==> src/rtl/tag_match_encoder.sv <==
// Per-set tag lookup: compares one lookup tag against every way's stored tag.
// Matches are qualified by the way's valid state, then priority-encoded into a registered hit/way/multi-hit result.
module tag_match_encoder #(
  parameter  int WAYS     = 8,
  parameter  int TAG_BITS = 12,
  localparam int WAY_BITS = $clog2(WAYS)
) (
  input  logic                     clk,
  input  logic                     reset,
  input  logic                     in_valid,
  input  logic [TAG_BITS-1:0]      lookup_tag,
  input  logic [WAYS*TAG_BITS-1:0] way_tags,
  input  logic [WAYS-1:0]          way_valid,
  output logic                     out_valid,
  output logic [WAYS-1:0]          match_vec,
  output logic                     hit,
  output logic [WAY_BITS-1:0]      hit_way,
  output logic                     multi_hit
);

  logic [WAYS-1:0]     match_c;
  logic                hit_c;
  logic [WAY_BITS-1:0] hit_way_c;
  logic                multi_hit_c;

  // A way counts only when its full tag matches and its line is not Invalid.
  always_comb begin
    match_c = '0;
    for (int i = 0; i < WAYS; i++) begin
      match_c[i] = (way_tags[i*TAG_BITS +: TAG_BITS] == lookup_tag) && way_valid[i];
    end
  end

  // NOTE: combinational blocks use blocking '=' with a default assigned first,
  // so every path writes the variable and no latch is inferred.
  always_comb begin
    hit_way_c = '0;
    // Scanning from the top down lets the lowest matching index win.
    for (int i = WAYS - 1; i >= 0; i--) begin
      if (match_c[i]) hit_way_c = WAY_BITS'(i);
    end
  end

  assign hit_c = |match_c;
  // Clearing the lowest set bit leaves something behind only when two or more bits were set.
  assign multi_hit_c = |(match_c & (match_c - WAYS'(1)));

  // NOTE: sequential state uses non-blocking '<=' so every register samples
  // pre-edge values; reset here is synchronous and overrides a same-cycle request.
  always_ff @(posedge clk) begin
    if (reset) begin
      out_valid <= 1'b0;
      match_vec <= '0;
      hit       <= 1'b0;
      hit_way   <= '0;
      multi_hit <= 1'b0;
    end else if (in_valid) begin
      out_valid <= 1'b1;
      match_vec <= match_c;
      hit       <= hit_c;
      hit_way   <= hit_way_c;
      multi_hit <= multi_hit_c;
    end else begin
      out_valid <= 1'b0;
    end
  end

endmodule

==> config.mk <==
export PLATFORM = sky130hd
export DESIGN_NAME = tag_match_encoder
export DESIGN_NICKNAME = d
export VERILOG_FILES = /design/src/rtl/tag_match_encoder.sv
export SDC_FILE = /design/constraint.sdc
export NUM_CORES = 1
export LEC_CHECK = 0
export ABC_CLOCK_PERIOD_IN_PS = 1800
export CAP_MARGIN = 40
export CORE_UTILIZATION = 32
export DETAILED_ROUTE_END_ITERATION = 12
export DONT_BUFFER_PORTS = 1
export PLACE_DENSITY = 0.56
export RECOVER_POWER = 50
export SETUP_SLACK_MARGIN = 0.15
export SLEW_MARGIN = 20
export SYNTH_ARGS = -nofsm -noshare
export SYNTH_HDL_FRONTEND = slang
export SYNTH_SLANG_ARGS = --single-unit
==> constraint.sdc <==
create_clock -name clk -period 1.8 [get_ports clk]
set_clock_uncertainty 0.05 [all_clocks]
set_input_delay 0.27 -clock clk [delete_from_list [all_inputs] [get_ports clk]]
set_output_delay 0.27 -clock clk [all_outputs]
set_load 0.05 [all_outputs]
# After elaboration in Yosys (flattened, before gate mapping)
# Index checks and enable logic that the tools add are counted.
# W data, S select, Z words.
# word_totals
register_bits	14
inputBits	119
word_cells	34
# op_classes
add_sub_neg	1
eq_ne	8
n_mux	9
bitwise_logic	1
n_reduce_logical	10
# ops
op	n
$eq A12 B12 Y1	8
$mux W3	8
$reduce_or A8 Y1	2
$and A8 B8 Y8	1
$logic_and A1 B1 Y1	8
$sub A8 B1 Y8 const B	1
$mux W1	1

# Longest topological paths before layout
# Gate-level depths: netlist of the first run.
# depth
word_depth	10
ltp_mapped	8

# Worst setup path before layout of the first run
# OpenSTA, ideal clock, no wires.
# synth_path
kind	input-to-reg
startpoint	input lookup_tag[10]
endpoint	register hit_way[0]
setup_time_ns	0.137
arrival_time_ns	1.569
setup_slack_ns	0.044
stages	8
path_buffers	1
path_cell_list	buf_6 -> xnor2_2 -> nand4_1 -> or4_1 -> a21oi_1 -> o21bai_1 -> a21oi_1 -> o32ai_1
# synth_via
elab_chain_len	10
elab_cells_between_ends	24
# synth_rtl
element	line	source
start, declared	11	input logic [TAG_BITS-1:0] lookup_tag,
$eq A12 B12 Y1	30	match_c[i] = (way_tags[i*TAG_BITS +: TAG_BITS] == lookup_tag) && way_valid[i];
$logic_and A1 B1 Y1	30	
$mux W3 (7 in series)	40	if (match_c[i]) hit_way_c = WAY_BITS'(i);
$mux W3 (*)	40	
end signal, assigned	61	hit_way <= hit_way_c;
end, declared	17	output logic [WAY_BITS-1:0] hit_way,
# Every way passes the cells marked *; elsewhere a longest branch is shown, timed or not.
# A chain may end at the register's enable or synchronous reset.

# Final worst setup path of the first run
# layout_path
startpoint	input lookup_tag[9]
endpoint	register hit_way[0]
# The elaborated chain is that of the path after synthesis.

==> results_dict.tcl, run 1 <==
set metrics [dict create \
    status "finished, final reports clean" \
    clk_latency_ps 240 \
    crit_type "primary input to flop" \
    ir_drop_uv 340 \
    syn_nets 332 \
    syn2layout_area_growth_pct 5.73 \
    pwr_density_cell_nw_per_um2 450 \
    grt_pass1_wl_um 8070 \
    register_area_um2 280 \
    required_ps 1880 \
    synth_commonest_cells "93 x xnor2_1, 16 x nand4_1, 14 x dfxtp_1, 12 x buf_6, 12 x nor2_1" \
    period_needed_ps 1530 \
    firstDrtPassIters 4 \
    cts_tree "built" \
    fmax_mhz 654 \
    ios 133 \
    start_util 0.341 \
    maxCapViolCount 0 \
    drtAntennaViolNets 0 \
    cts.htree.levels 1 \
    cts-resized-gates 0 \
    synth-main-ff-cell "dfxtp_1" \
    port_buffers 0 \
    synthCells 213 \
    synthDistinctLibCells 25 \
    finalCritPeriodShare 0.850 \
    grt_max_degree 19 \
    drive_gt1_frac 0.138 \
    cp_cell_sequence "xnor2_2 -> nand4_1 -> or4_1 -> a21oi_1 -> o21bai_1 -> a21oi_1 -> o32ai_1" \
    synth.top_cell.area_share 0.424 \
    wl_per_cell_um 19.2 \
    slew_headroom 0.633 \
    dr.max_layer_used "met4" \
    track_usage 0.171 \
    cts_inserted_buffers 3 \
    via_per_inst 5.30 \
    cp-end-kind "flop" \
    gp_congestion 0.756 \
    hold_buffers 0 \
    hold_path.class "primary input to flop" \
    cp_slowest_cell "or4_1" \
    m1WireLength_um 2100 \
    clk_pin_slew_ps 60 \
    drt_iter0_drc 64 \
    hold_viol 0 \
    tightest_slew_ps 550 \
    cp_common_cell "a21oi_1" \
    synth_edf_count 0 \
    remaining_drc_errors 0 \
    dp_hpwl_um 4620 \
    wl_met2_um 2730 \
    cts_setup_buffers 0 \
    multi_input_comb_area_um2 1540 \
    dieArea_um2 6320 \
    synth.yosys.warnings 0 \
    synthTopCellsByArea "xnor2_1 42%, dfxtp_1 15%, buf_6 7.0%" \
    core_area_um2 5640 \
    grt_overflow_total 0 \
    num_vias 1494 \
    startpoint_type "primary input" \
    fin_tns_setup_ps 0 \
    syn_area_um2 1920 \
    n_fill_cell 588 \
    syn_avg_cell_area_um2 9.03 \
    antenna_found_initial 0 \
    slowest_delay_ps 500 \
    synth_top_area_cell "xnor2_1" \
    n_antenna_cell 0 \
    yosysMostFrequentCell "xnor2_1" \
    setup_violations 0 \
    rows 27 \
    wl_met3_um 490 \
    arrival_ps 1610 \
    nNetsFinal 330 \
    leakage_nw 0.666 \
    clkSinkCount 14 \
    crit_fanout 8 \
    slew_viol_final 0 \
    postSynth.asyncResetShare 0 \
    clk_path_buf_depth 2 \
    hold_ws_ps 39.8 \
    grt_setup_unrepaired "no" \
    routed_wl_um 5410 \
    ys_seq_area_frac 0.146 \
    fp.dieW_um 79.5 \
    ys_ff_latch 14 \
    cts_root_buffer "clkbuf_8" \
    grt_pass1_vias 1537 \
    fp.dieH_um 79.5 \
]
[per-stage QoR]
stage	setup slack (ps)	instance area (um^2)	instances	power [mW]	util
after floorplan	103	2010	213	0.676	-
after global placement	-0.585	1990	278	0.619	0.352
after detailed placement	-17.4	1990	278	0.622	0.352
after CTS	242	2040	282	0.928	0.362
after global routing	197	2030	282	0.973	0.360
final	270	2030	282	0.915	0.360
[routing by layer]
metal  track usage  vias up
met4        0.0509        0
met2         0.301       92
met5             0        -
li1              -      712
met3        0.0389        7
met1         0.204      683
[registers in the layout, indices dropped and copies added, names as in the netlist]
name and count:
out_valid 1, multi_hit 1, match_vec 8, hit 1, hit_way 3
[power by group]
part           switching [mW]  internal (mW)  leakage (nW)
Sequential             0.0139          0.313         0.113
Combinational          0.0988          0.184         0.523
Clock                   0.111          0.194        0.0288
[cell usage in the layout, fill, tap and decap left out]
cell	count
inv_1	3
xnor2_2	10
o21bai_1	2
nor4_4	7
nand2_1	9
or4_1	1
a21oi_1	4
o32ai_1	2
nand3_1	9
buf_4	7
xnor2_1	86
nand2b_1	4
maj3_1	2
nor2_1	12
nor4_1	1
clkbuf_8	4
mux2i_1	8
clkbuf_1	1
o311ai_1	2
nor3_1	2
a211oi_1	1
a31oi_1	1
dfxtp_1	14
nand4_1	16
nor4_2	1
nor2b_1	1
[cells by family after synthesis]
kind of cell | synth area share
flops | 0.146
xor+xnor | 0.449
buf+inv | 0.0820
compound gates | 0.0436
mux | 0.0416
fa+ha+maj | 0.0104
simple gates | 0.228
[critical path, delay by kind of cell]
kind | cells | cell delay, ps
compound gates | 4 | 530
xor+xnor | 1 | 130
simple gates | 2 | 660
[final cells by class]
cell class,instances,area share
Timing Repair Buffer,8,0.0277
Clock buffer,4,0.0271
Inverter,3,0.00554
Multi-Input combinational cell,181,0.758
Tap cell,72,0.0443
Sequential cell,14,0.138
[worst paths after layout]
| path | start | endpoint | slack (ps) | cells after the start |
|---|---|---|---|---|
| min | reset | hit | 40 | 1 |
| max | lookup_tag[9] | hit_way[0] | 270 | 7 |
| max reg2reg | hit_way[0] | hit_way[0] | 680 | 2 |
| min reg2reg | hit_way[2] | hit_way[2] | 660 | 2 |
Note: power is estimated with default switching activity, not from simulation.
==> inputs of run 2 (changes only) <==
Settings changed: ABC_CLOCK_PERIOD_IN_PS 1800 to 1550, PLACE_DENSITY 0.56 to 0.55.
Clock period 1.8 ns to 1.55 ns, I/O delays scaled along.
==> run 2 against run 1 <==
Effect of this change: sequential power rose by 13%; hold slack got worse by 20 ps; via count is 2.3% higher; cell area is 8.8% higher; final cell count grew 5.0%; global-route usage grew 0.19 points; critical path type unchanged; sequential cell count is the same; register-to-register slack worse by 130 ps; largest cell class unchanged.
==> results_dict.tcl, run 2 (synthesis results as in run 1) <==
set metrics [dict create \
    syn2layout_area_growth_pct 15.0 \
    core_area_um2 5640 \
    cts_root_buffer "clkbuf_8" \
    gp_congestion 0.766 \
    cts_inserted_buffers 3 \
    clk_pin_slew_ps 60 \
    ios 133 \
    drive_gt1_frac 0.201 \
    pwr_density_cell_nw_per_um2 496 \
    fp.dieH_um 79.5 \
    grt_pass1_wl_um 8140 \
    antenna_found_initial 0 \
    arrival_ps 1530 \
    hold_path.class "primary input to flop" \
    top_register "match_vec" \
    grt_setup_unrepaired "yes" \
    fp.dieW_um 79.5 \
    cp_cell_sequence "xnor2_2 -> nand3_1 -> or4_4 -> a21oi_2 -> o21bai_1 -> a21oi_1 -> o32ai_1" \
    crit_fanout 2 \
    maxCapViolCount 0 \
    grt_overflow_total 0 \
    clkSinkCount 14 \
    leakage_nw 0.745 \
    via_per_inst 5.17 \
    tightest_slew_ps 608 \
    drt_iter0_drc 22 \
    place_area_um2 2040 \
    slew_viol_final 0 \
    finalCritPeriodShare 0.931 \
    rows 27 \
    setup_violations 0 \
    required_ps 1630 \
    routed_wl_um 5620 \
    grt_pass1_vias 1588 \
    cp-end-kind "flop" \
    clk_latency_ps 240 \
    hold_viol 0 \
    cts.htree.levels 1 \
    start_util 0.341 \
    n_fill_cell 563 \
    wl_per_cell_um 19.0 \
    fin_area_um2 2210 \
    stdcell_count 296 \
    remaining_drc_errors 0 \
    dieArea_um2 6320 \
    fmax_mhz 693 \
    drtAntennaViolNets 0 \
    slowest_delay_ps 560 \
    layout_common_cells "83 x xnor2_1, 16 x nand4_1, 14 x dfxtp_1, 14 x buf_4, 12 x nor2_1" \
    dp.cells 285 \
    fin_tns_setup_ps 0 \
    track_usage 0.173 \
    hold_ws_ps 20.1 \
    nNetsFinal 344 \
    port_buffers 0 \
    ir_drop_uv 420 \
    status "finished, final reports clean" \
    firstDrtPassIters 4 \
    layout_commonest_cell "xnor2_1" \
    n_antenna_cell 0 \
    startpoint_type "primary input" \
    slew_headroom 0.596 \
    crit_type "primary input to flop" \
    dp_hpwl_um 4720 \
    cp_slowest_cell "or4_4" \
    period_needed_ps 1440 \
    largest_reg_flops 8 \
    grt_max_degree 19 \
    num_vias 1529 \
    clk_path_buf_depth 2 \
    reg_top3 "match_vec (8), hit_way (3)" \
    cts_tree "built" \
]
-- run 2: through the flow --
stage | power, mW | utilization | worst slack [ps]
final | 1.10 | 0.392 | 106
after global routing | 1.16 | 0.392 | 16.3
after CTS | 1.10 | 0.381 | 42.2
after detailed placement | 0.728 | 0.362 | -238
after global placement | 0.723 | 0.362 | -248
after floorplan | 0.785 | - | -109
-- run 2: final cells by class --
type                            count  area (um^2)  share of cell area
Tap cell                           72         90.1              0.0407
Multi-Input combinational cell    181         1620               0.732
Clock buffer                        4         55.1              0.0249
Sequential cell                    14          280               0.127
Inverter                            3         11.3             0.00509
Timing Repair Buffer               22          155              0.0701
-- run 2: what timing repair did --
item                       CTS  global route
resized for setup            5             5
pin swaps                   11            18
buffers inserted             1             3
hold endpoints to repair     6             4
setup endpoints to repair    3             5
hold buffers                 1             2
-- run 2: final timing paths --
check          startpoint      endpoint  slack [ps]  cells after the start
max reg2reg  match_vec[0]  match_vec[0]         550                      2
min                 reset     out_valid          20                      1
min reg2reg    hit_way[0]    hit_way[0]         430                      2
max          way_tags[83]    hit_way[0]         110                      7
-- run 2: critical path: cells and delay by family --
family | cells | cell delay (ps)
compound gates | 4 | 450
simple gates | 2 | 710
xor+xnor | 1 | 130
-- run 2: report_power, final --
group          internal (mW)  switching [mW]
clock network          0.225           0.130
logic                  0.236           0.136
registers              0.364         0.00646
-- run 2: layer usage --
metal	track usage	wire length (um)	vias up
met1	0.199	2130	701
li1	-	-	742
met4	0.0418	38	0
met3	0.0366	452	4
met2	0.321	3000	82
met5	0	0	-
